**config.mk**
```make
export PLATFORM = sky130hd
export DESIGN_NAME = lane_dispatcher
export DESIGN_NICKNAME = d
export VERILOG_FILES = /design/src/rtl/dispatch_pkg.sv /design/src/rtl/lane_credit_counter.sv /design/src/rtl/lane_dispatcher.sv
export SDC_FILE = /design/constraint.sdc
export NUM_CORES = 1
export LEC_CHECK = 0
export ABC_CLOCK_PERIOD_IN_PS = 2600
export BUFFER_PORTS_ARGS = -buffer_cell sky130_fd_sc_hd__buf_2
export CORE_MARGIN = 2
export CORE_UTILIZATION = 52
export CTS_CLUSTER_SIZE = 16
export DETAILED_ROUTE_END_ITERATION = 12
export PLACE_DENSITY = 0.78
export SLEW_MARGIN = 20
export SYNTH_ARGS = -nofsm -noshare
export SYNTH_HDL_FRONTEND = slang
export SYNTH_SLANG_ARGS = --single-unit
```
**constraint.sdc**
```tcl
create_clock -name clk -period 2.6 [get_ports clk]
set_input_delay 0.13 -clock clk [delete_from_list [all_inputs] [get_ports clk]]
set_output_delay 0.13 -clock clk [all_outputs]
set_load 0.05 [all_outputs]
```
**src/rtl/dispatch_pkg.sv**
```systemverilog
// Shared types and sizes for the lane dispatcher and its credit counters.
package dispatch_pkg;

    localparam int NUM_LANES = 4;
    localparam int DATA_W    = 4;
    localparam int SEL_W     = 2;

    typedef logic [SEL_W-1:0] lane_t;
    typedef logic [1:0]       credit_t;

    // One-hot lane mask for a lane index.
    function automatic logic [NUM_LANES-1:0] lane_onehot(input lane_t lane);
        logic [NUM_LANES-1:0] mask;
        mask = {{(NUM_LANES-1){1'b0}}, 1'b1};
        return mask << lane;
    endfunction

endpackage

```
**src/rtl/lane_credit_counter.sv**
```systemverilog
// Per-lane credit counter: consume decrements, ret increments, saturating at
// CREDITS. A return while already full raises a single-cycle overflow.
module lane_credit_counter
    import dispatch_pkg::*;
#(
    parameter int CREDITS = 2
) (
    input  logic    clk,
    input  logic    rst_n,
    input  logic    consume,
    input  logic    ret,
    output credit_t count,
    output logic    empty,
    output logic    overflow
);

    credit_t count_q, count_d;

    // Next credit value and overflow detection.
    always_comb begin
        // NOTE: every output of this block gets a default first so no path
        // leaves it unassigned and no latch is inferred.
        count_d  = count_q;
        overflow = 1'b0;
        if (consume && !ret) begin
            count_d = count_q - 2'd1;
        end else if (ret && !consume) begin
            if (count_q == credit_t'(CREDITS)) begin
                overflow = 1'b1;
            end else begin
                count_d = count_q + 2'd1;
            end
        end
    end

    // Credit register, full after reset.
    always_ff @(posedge clk or negedge rst_n) begin
        // NOTE: non-blocking assignments keep every flop updating from the
        // values sampled at the same edge.
        if (!rst_n) count_q <= credit_t'(CREDITS);
        else        count_q <= count_d;
    end

    assign count = count_q;
    assign empty = (count_q == 2'd0);

endmodule

```
**src/rtl/lane_dispatcher.sv**
```systemverilog
// Credit-based dispatcher feeding a 1-to-4 nibble demux. Default build picks
// lanes round-robin among those holding credit; defining
// LANE_DISPATCHER_ADDR_EN routes each nibble to in_dest instead.
module lane_dispatcher
    import dispatch_pkg::*;
#(
    parameter int CREDITS = 2
) (
    input  logic                 clk,
    input  logic                 rst_n,
    input  logic                 in_valid,
    input  logic [DATA_W-1:0]    in_data,
    input  logic [SEL_W-1:0]     in_dest,
    output logic                 in_ready,
    input  logic [NUM_LANES-1:0] credit_ret,
    output logic [DATA_W-1:0]    out_data,
    output logic [SEL_W-1:0]     out_sel,
    output logic                 out_valid,
    output logic [NUM_LANES-1:0] lane_full,
    output logic                 credit_err
);

    logic [NUM_LANES-1:0] empty;
    logic [NUM_LANES-1:0] overflow;
    logic [NUM_LANES-1:0] consume;
    credit_t              count [NUM_LANES];
    lane_t                target;
    logic                 transfer;

    logic [DATA_W-1:0] out_data_q, out_data_d;
    lane_t             out_sel_q, out_sel_d;
    logic              out_valid_q, out_valid_d;
    logic              credit_err_q, credit_err_d;

    for (genvar g = 0; g < NUM_LANES; g++) begin : g_lane
        lane_credit_counter #(.CREDITS(CREDITS)) u_cnt (
            .clk      (clk),
            .rst_n    (rst_n),
            .consume  (consume[g]),
            .ret      (credit_ret[g]),
            .count    (count[g]),
            .empty    (empty[g]),
            .overflow (overflow[g])
        );
        assign lane_full[g] = (count[g] == 2'd0);
    end

`ifdef LANE_DISPATCHER_ADDR_EN
    // Explicit addressing: the destination lane alone decides readiness.
    always_comb begin
        target   = in_dest;
        in_ready = !empty[in_dest];
    end
`else
    lane_t ptr_q, ptr_d;
    lane_t idx;
    logic  unused_in_dest;

    assign unused_in_dest = ^in_dest;

    // Round-robin scan from ptr; walking backwards lets the nearest lane win.
    always_comb begin
        target   = ptr_q;
        in_ready = 1'b0;
        idx      = ptr_q;
        for (int i = NUM_LANES - 1; i >= 0; i--) begin
            idx = ptr_q + lane_t'(i);
            if (!empty[idx]) begin
                target   = idx;
                in_ready = 1'b1;
            end
        end
        ptr_d = transfer ? lane_t'(target + 2'd1) : ptr_q;
    end

    // Round-robin pointer.
    always_ff @(posedge clk or negedge rst_n) begin
        if (!rst_n) ptr_q <= '0;
        else        ptr_q <= ptr_d;
    end
`endif

    // Handshake, credit consumption and next output register values.
    always_comb begin
        transfer     = in_valid && in_ready;
        consume      = transfer ? lane_onehot(target) : '0;
        out_valid_d  = transfer;
        out_data_d   = transfer ? in_data : '0;
        out_sel_d    = transfer ? target : out_sel_q;
        credit_err_d = credit_err_q | (|overflow);
    end

    // Output registers and sticky credit error.
    always_ff @(posedge clk or negedge rst_n) begin
        if (!rst_n) begin
            out_data_q   <= '0;
            out_sel_q    <= '0;
            out_valid_q  <= 1'b0;
            credit_err_q <= 1'b0;
        end else begin
            out_data_q   <= out_data_d;
            out_sel_q    <= out_sel_d;
            out_valid_q  <= out_valid_d;
            credit_err_q <= credit_err_d;
        end
    end

    assign out_data   = out_data_q;
    assign out_sel    = out_sel_q;
    assign out_valid  = out_valid_q;
    assign credit_err = credit_err_q;

endmodule

```
==> flow_summary.ini, run 1 <==
[global_route]
overflow = 0
grt_max_degree = 19
grt_pass1_wl_mm = 3.62
first_global_vias = 830
antenna_found_initial = 0
grt.total_usage = 0.192

[logic_synthesis]
synth.avg_cell_area_um2 = 9.78
synth_top_area_frac = 0.326
synth_fp_nets = 131
synth_cell_types = 35
yosysWarnings = 0
synthTopCellsByArea = dfrtp_1 33%, dfstp_2 9.8%, ha_1 9.3%
synth.cell_area_um2 = 1080
synth_cells = 110
ys_ff_latch = 18
synth_top_area_cell = dfrtp_1
seq_area_frac_synth = 0.423

[sta]
setup_viol = 0
clock_skew_ps = 11.4
period_needed_ps = 2340
maxSlewHeadroom = 0.734
fin_crit_sh = 0.899
rsz0062_at_grt = no
fmax_mhz = 428
hold_violations = 0
setup-tns-final_ps = 0
worstMarginPinSlew_ps = 397
slew_viol_final = 0

[floorplan]
die_w_um = 49.5
ios = 26
die_area_um2 = 2450
initial_core_util = 0.548
rows = 16
die_y_um = 49.5
core_um2 = 1960

[clock_network]
cts_inserted_buffers = 3
clk_pin_slew_worst_paths_ps = 110
cts.sinks = 18
htree_levels = 1
postCtsSetupBuffers = 0
clkLatencyLatePin_ps = 310
cts_buffer_depth = 2
clockRootBuffer = clkbuf_4
cts_tree = built

[power_and_ir_drop]
ir_drop_mv = 0.851
leakagePower_nw = 0.643
power.density_nw_per_um2 = 1420

[finish]
antenna_cells = 0
final_area_um2 = 1230
final_common_cell = buf_2
fill_cells = 181
area_growth_pct = 14.8
final_cell_mix = 23 x buf_2, 14 x dfrtp_1, 10 x nor2_1, 9 x inv_1, 8 x ha_1
num-nets-final = 155
multiInputGateArea_um2 = 539
final-seq-area_um2 = 455
drive_gt1_frac = 0.286

[place]
hpwl_mm = 1.54
port_buffers = 23
place_area_um2 = 1190
gp_congestion = 0.794

[drt]
ant_nets = 0
wl_per_cell_um = 12.5
drc_errors = 0
wl_mm = 2.00
firstDrtPassIters = 4
drt_iter0_drc = 11
viasPerCell = 5.27
via_count = 843

[setup_path]
arrival_ps = 2540
worstPathRequired_ps = 2800
criticalPathCategory = flip-flop to flip-flop
crit_path_end_kind = flip-flop
crit_path_max_fanout = 8
critPathLaunchType = flip-flop

[run_status]
status = finished, final reports clean

[job]
max_cap_violations = 0

[worst_hold_path]
hold_class = primary input to flip-flop
[stage by stage]
stage                     utilization  hold slack, ps  instances  power (mW)  worst slack, ps
after floorplan                     -            -166        110        1.41             5.00
after global placement          0.606            80.7        155        1.53              336
after detailed placement        0.606            78.7        155        1.57              317
after CTS                       0.629            58.8        160        1.76              253
after global routing            0.629            71.7        160        1.89             30.9
final                           0.629            62.4        160        1.75              262
[cells in the mapped netlist (all sizes together)]
| master | instances |
|---|---|
| a21o | 4 |
| nand4 | 2 |
| nor4 | 1 |
| and3 | 4 |
| or3b | 1 |
| inv | 10 |
| nand2 | 8 |
| or2 | 1 |
| xor2 | 4 |
| xnor2 | 5 |
| nand3 | 2 |
| dfrtp | 14 |
| dfstp | 4 |
| ha | 8 |
| nand3b | 3 |
| a31oi | 1 |
| o21ai | 3 |
| a21oi | 2 |
| clkbuf | 1 |
| o2bb2ai | 2 |
| nor3 | 4 |
| buf | 5 |
| o22ai | 2 |
| o41ai | 1 |
| nor2b | 4 |
| nor2 | 11 |
| a222oi | 1 |
| a21boi | 1 |
| nand2b | 1 |
[report_power, final]
group          total (mW)  switching (mW)  internal [mW]
registers           0.546           0.135          0.410
logic                1.03           0.631          0.396
clock network       0.177          0.0913         0.0855
[what timing repair did]
action,4_1_cts,5_1_grt
hold buffers,1,0
setup endpoints to repair,0,0
resized for setup,0,0
endpoints found under the hold margin,14,0
[critical path, stage by stage (launching register included)]
cell and delay (ps):
dfrtp_1 440, nor2_1 350, nand4_1 300, nand2_2 210, inv_1 120, nand3_1 150
inv_1 60, ha_1 200, nor2b_1 150, nor3_1 60, a21o_2 180
[logic make-up (layout without fill, tap and decap cells)]
family / count (synthesis) / count (layout) / share of synthesized area
xor gates and xnor gates: 9 / 9 / 0.0733
DFF: 18 / 18 / 0.423
adders and majority gates: 8 / 8 / 0.0930
buffers and inverters: 16 / 39 / 0.0779
and+or+nand+nor: 42 / 42 / 0.216
AOI/OAI and AO/OA: 17 / 17 / 0.116
[layout make-up]
cell class / instances / share of cell area
Tap cell: 27 / 0.0274
Multi-Input combinational cell: 76 / 0.437
Inverter: 10 / 0.0304
Sequential cell: 18 / 0.369
Timing Repair Buffer: 25 / 0.107
Clock buffer: 4 / 0.0294
[routing by layer]
layer  part of all wire  global-route usage
met5                  0                   0
met3              0.038              0.0273
met4              0.022              0.0972
met1               0.44               0.245
met2               0.50               0.318
[flip-flops by register name, summed over array words and instances, names as in the netlist]
register,cells
out_valid,1
credit_err,1
g_lane.u_cnt.count,8
out_sel,2
out_data,4
ptr_q,2
[worst paths after layout]
kind | startpoint | to | slack (ps) | cells after the start
worst max-delay path | g_lane[1].u_cnt.count[0] | g_lane[3].u_cnt.count[0] | 260 | 10
worst min-delay path | in_data[1] | out_data[1] | 60 | 2
worst max register to register | g_lane[1].u_cnt.count[0] | g_lane[3].u_cnt.count[0] | 260 | 10
worst min register to register | out_sel[0] | out_sel[0] | 480 | 2
max in group asynchronous | rst_n | g_lane[3].u_cnt.count[1] | 2010 | 2
min in group asynchronous | rst_n | g_lane[0].u_cnt.count[0] | 260 | 2
No activity file was read; power rests on OpenSTA's default activity.
==> inputs of run 2 (changes only) <==
- CORE_ASPECT_RATIO: not set -> 0.9
==> run 2 against run 1 <==
Combinational power barely moved. Largest power group unchanged. Register-to-register slack barely moved. Total power fell by 0.25%. Setup slack got worse by 7.4 ps. Flip-flop and latch count did not move. Design area fell by 0.20%.
==> flow_summary.ini, run 2 (synthesized netlist as in run 1, its figures left out) <==
[finish]
largest_reg_flops = 8
num-nets-final = 155
area_growth_pct = 14.5
final_cell_mix = 23 x buf_2, 14 x dfrtp_1, 10 x nor2_1, 9 x inv_1, 8 x ha_1
final_area_um2 = 1230
post-route-util = 0.638
drive_gt1_frac = 0.286
final_common_cell = buf_2
stdcell_count = 158
antenna_cells = 0

[setup_path]
criticalPathCategory = flip-flop to flip-flop
critPathLaunchType = flip-flop
arrival_ps = 2530
crit_path_max_fanout = 6
crit_path_end_kind = flip-flop
worstPathRequired_ps = 2780

[drt]
firstDrtPassIters = 4
drc_errors = 0
wl_per_cell_um = 12.6
drt_iter0_drc = 19
via_count = 833
ant_nets = 0
viasPerCell = 5.27
wl_mm = 1.99

[floorplan]
ios = 26
rows = 15
die_area_um2 = 2450
die_y_um = 47.2
core_um2 = 1930
initial_core_util = 0.557
die_w_um = 52.0

[global_route]
grt.total_usage = 0.205
overflow = 0
first_global_vias = 784
antenna_found_initial = 0
grt_max_degree = 19
grt_pass1_wl_mm = 3.53

[clock_network]
clockRootBuffer = clkbuf_4
cts_inserted_buffers = 3
cts.sinks = 18
cts_buffer_depth = 2
cts_tree = built
clkLatencyLatePin_ps = 300
clk_pin_slew_worst_paths_ps = 100
htree_levels = 1
cts_resized = 0

[sta]
maxSlewHeadroom = 0.719
slew_viol_final = 0
worstMarginPinSlew_ps = 416
hold_violations = 0
setup_viol = 0
fin_crit_sh = 0.902
setup-tns-final_ps = 0
clock_skew_ps = 6.86
rsz0062_at_grt = no
fmax_mhz = 426
period_needed_ps = 2350

[place]
hpwl_mm = 1.55
dp_cells = 153
place_area_um2 = 1190
port_buffers = 23
gp_congestion = 0.846

[power_and_ir_drop]
leakagePower_nw = 0.643
ir_drop_mv = 1.09
power.density_nw_per_um2 = 1420

[job]
max_cap_violations = 0

[run_status]
status = finished, final reports clean

[worst_hold_path]
hold_class = primary input to flip-flop
run 2: cell counts in the layout (fill, tap and decap cells not counted):
Identical to the previous run, type by type.
run 2: worst paths after layout:
kind / startpoint / to / slack, ps / cells past startpoint
setup / recovery: g_lane[3].u_cnt.count[1] / credit_err / 250 / 11
hold / removal: in_data[1] / out_data[1] / 60 / 2
setup reg to reg: g_lane[3].u_cnt.count[1] / credit_err / 250 / 11
hold reg to reg: out_sel[0] / out_sel[0] / 480 / 2
max in group asynchronous: rst_n / g_lane[3].u_cnt.count[1] / 2000 / 2
min in group asynchronous: rst_n / g_lane[1].u_cnt.count[0] / 270 / 2
run 2: routing by layer:
metal	GRT usage	share of wire	routed length (um)	vias up
li1	-	-	-	418
met1	0.255	0.47	928	394
met2	0.337	0.48	949	16
met3	0.0669	0.042	83	5
met4	0.0789	0.016	31	0
met5	0	0	0	-
run 2: layout make-up:
type | instances | area (um^2)
Clock buffer | 4 | 36.3
Fill cell | 163 | 701
Inverter | 10 | 37.5
Multi-Input combinational cell | 76 | 539
Sequential cell | 18 | 455
Tap cell | 25 | 31.3
Timing Repair Buffer | 25 | 133
run 2: stage by stage:
step	setup slack [ps]	hold slack, ps	power, mW
after floorplan	5.00	-166	1.41
after global placement	335	79.0	1.53
after detailed placement	294	84.9	1.57
after CTS	258	48.5	1.76
after global routing	7.97	63.6	1.90
final	254	63.7	1.74
run 2: repair_timing:
| item | CTS | global route |
|---|---|---|
| hold endpoints to repair | 14 | 0 |
| hold buffers | 1 | 0 |
| buffers inserted | 0 | 0 |
| setup endpoints to repair | 0 | 0 |
run 2: report_power, final:
part           total, mW  leakage, nW  switching (mW)  internal (mW)
logic               1.03        0.410           0.631          0.396
clock network      0.173       0.0210          0.0879         0.0855
registers          0.544        0.212           0.134          0.411
total               1.74        0.643           0.852          0.893
run 2: worst max-delay path, stage by stage, from the launching register on:
cell and delay [ps]:
dfstp_2 570, or2_4 140, inv_2 50, o2bb2ai_2 110, a222oi_1 350, buf_4 200, nand3_1 120, inv_1 100
ha_1 180, nor2b_1 70, a31oi_1 200, nand4_1 120
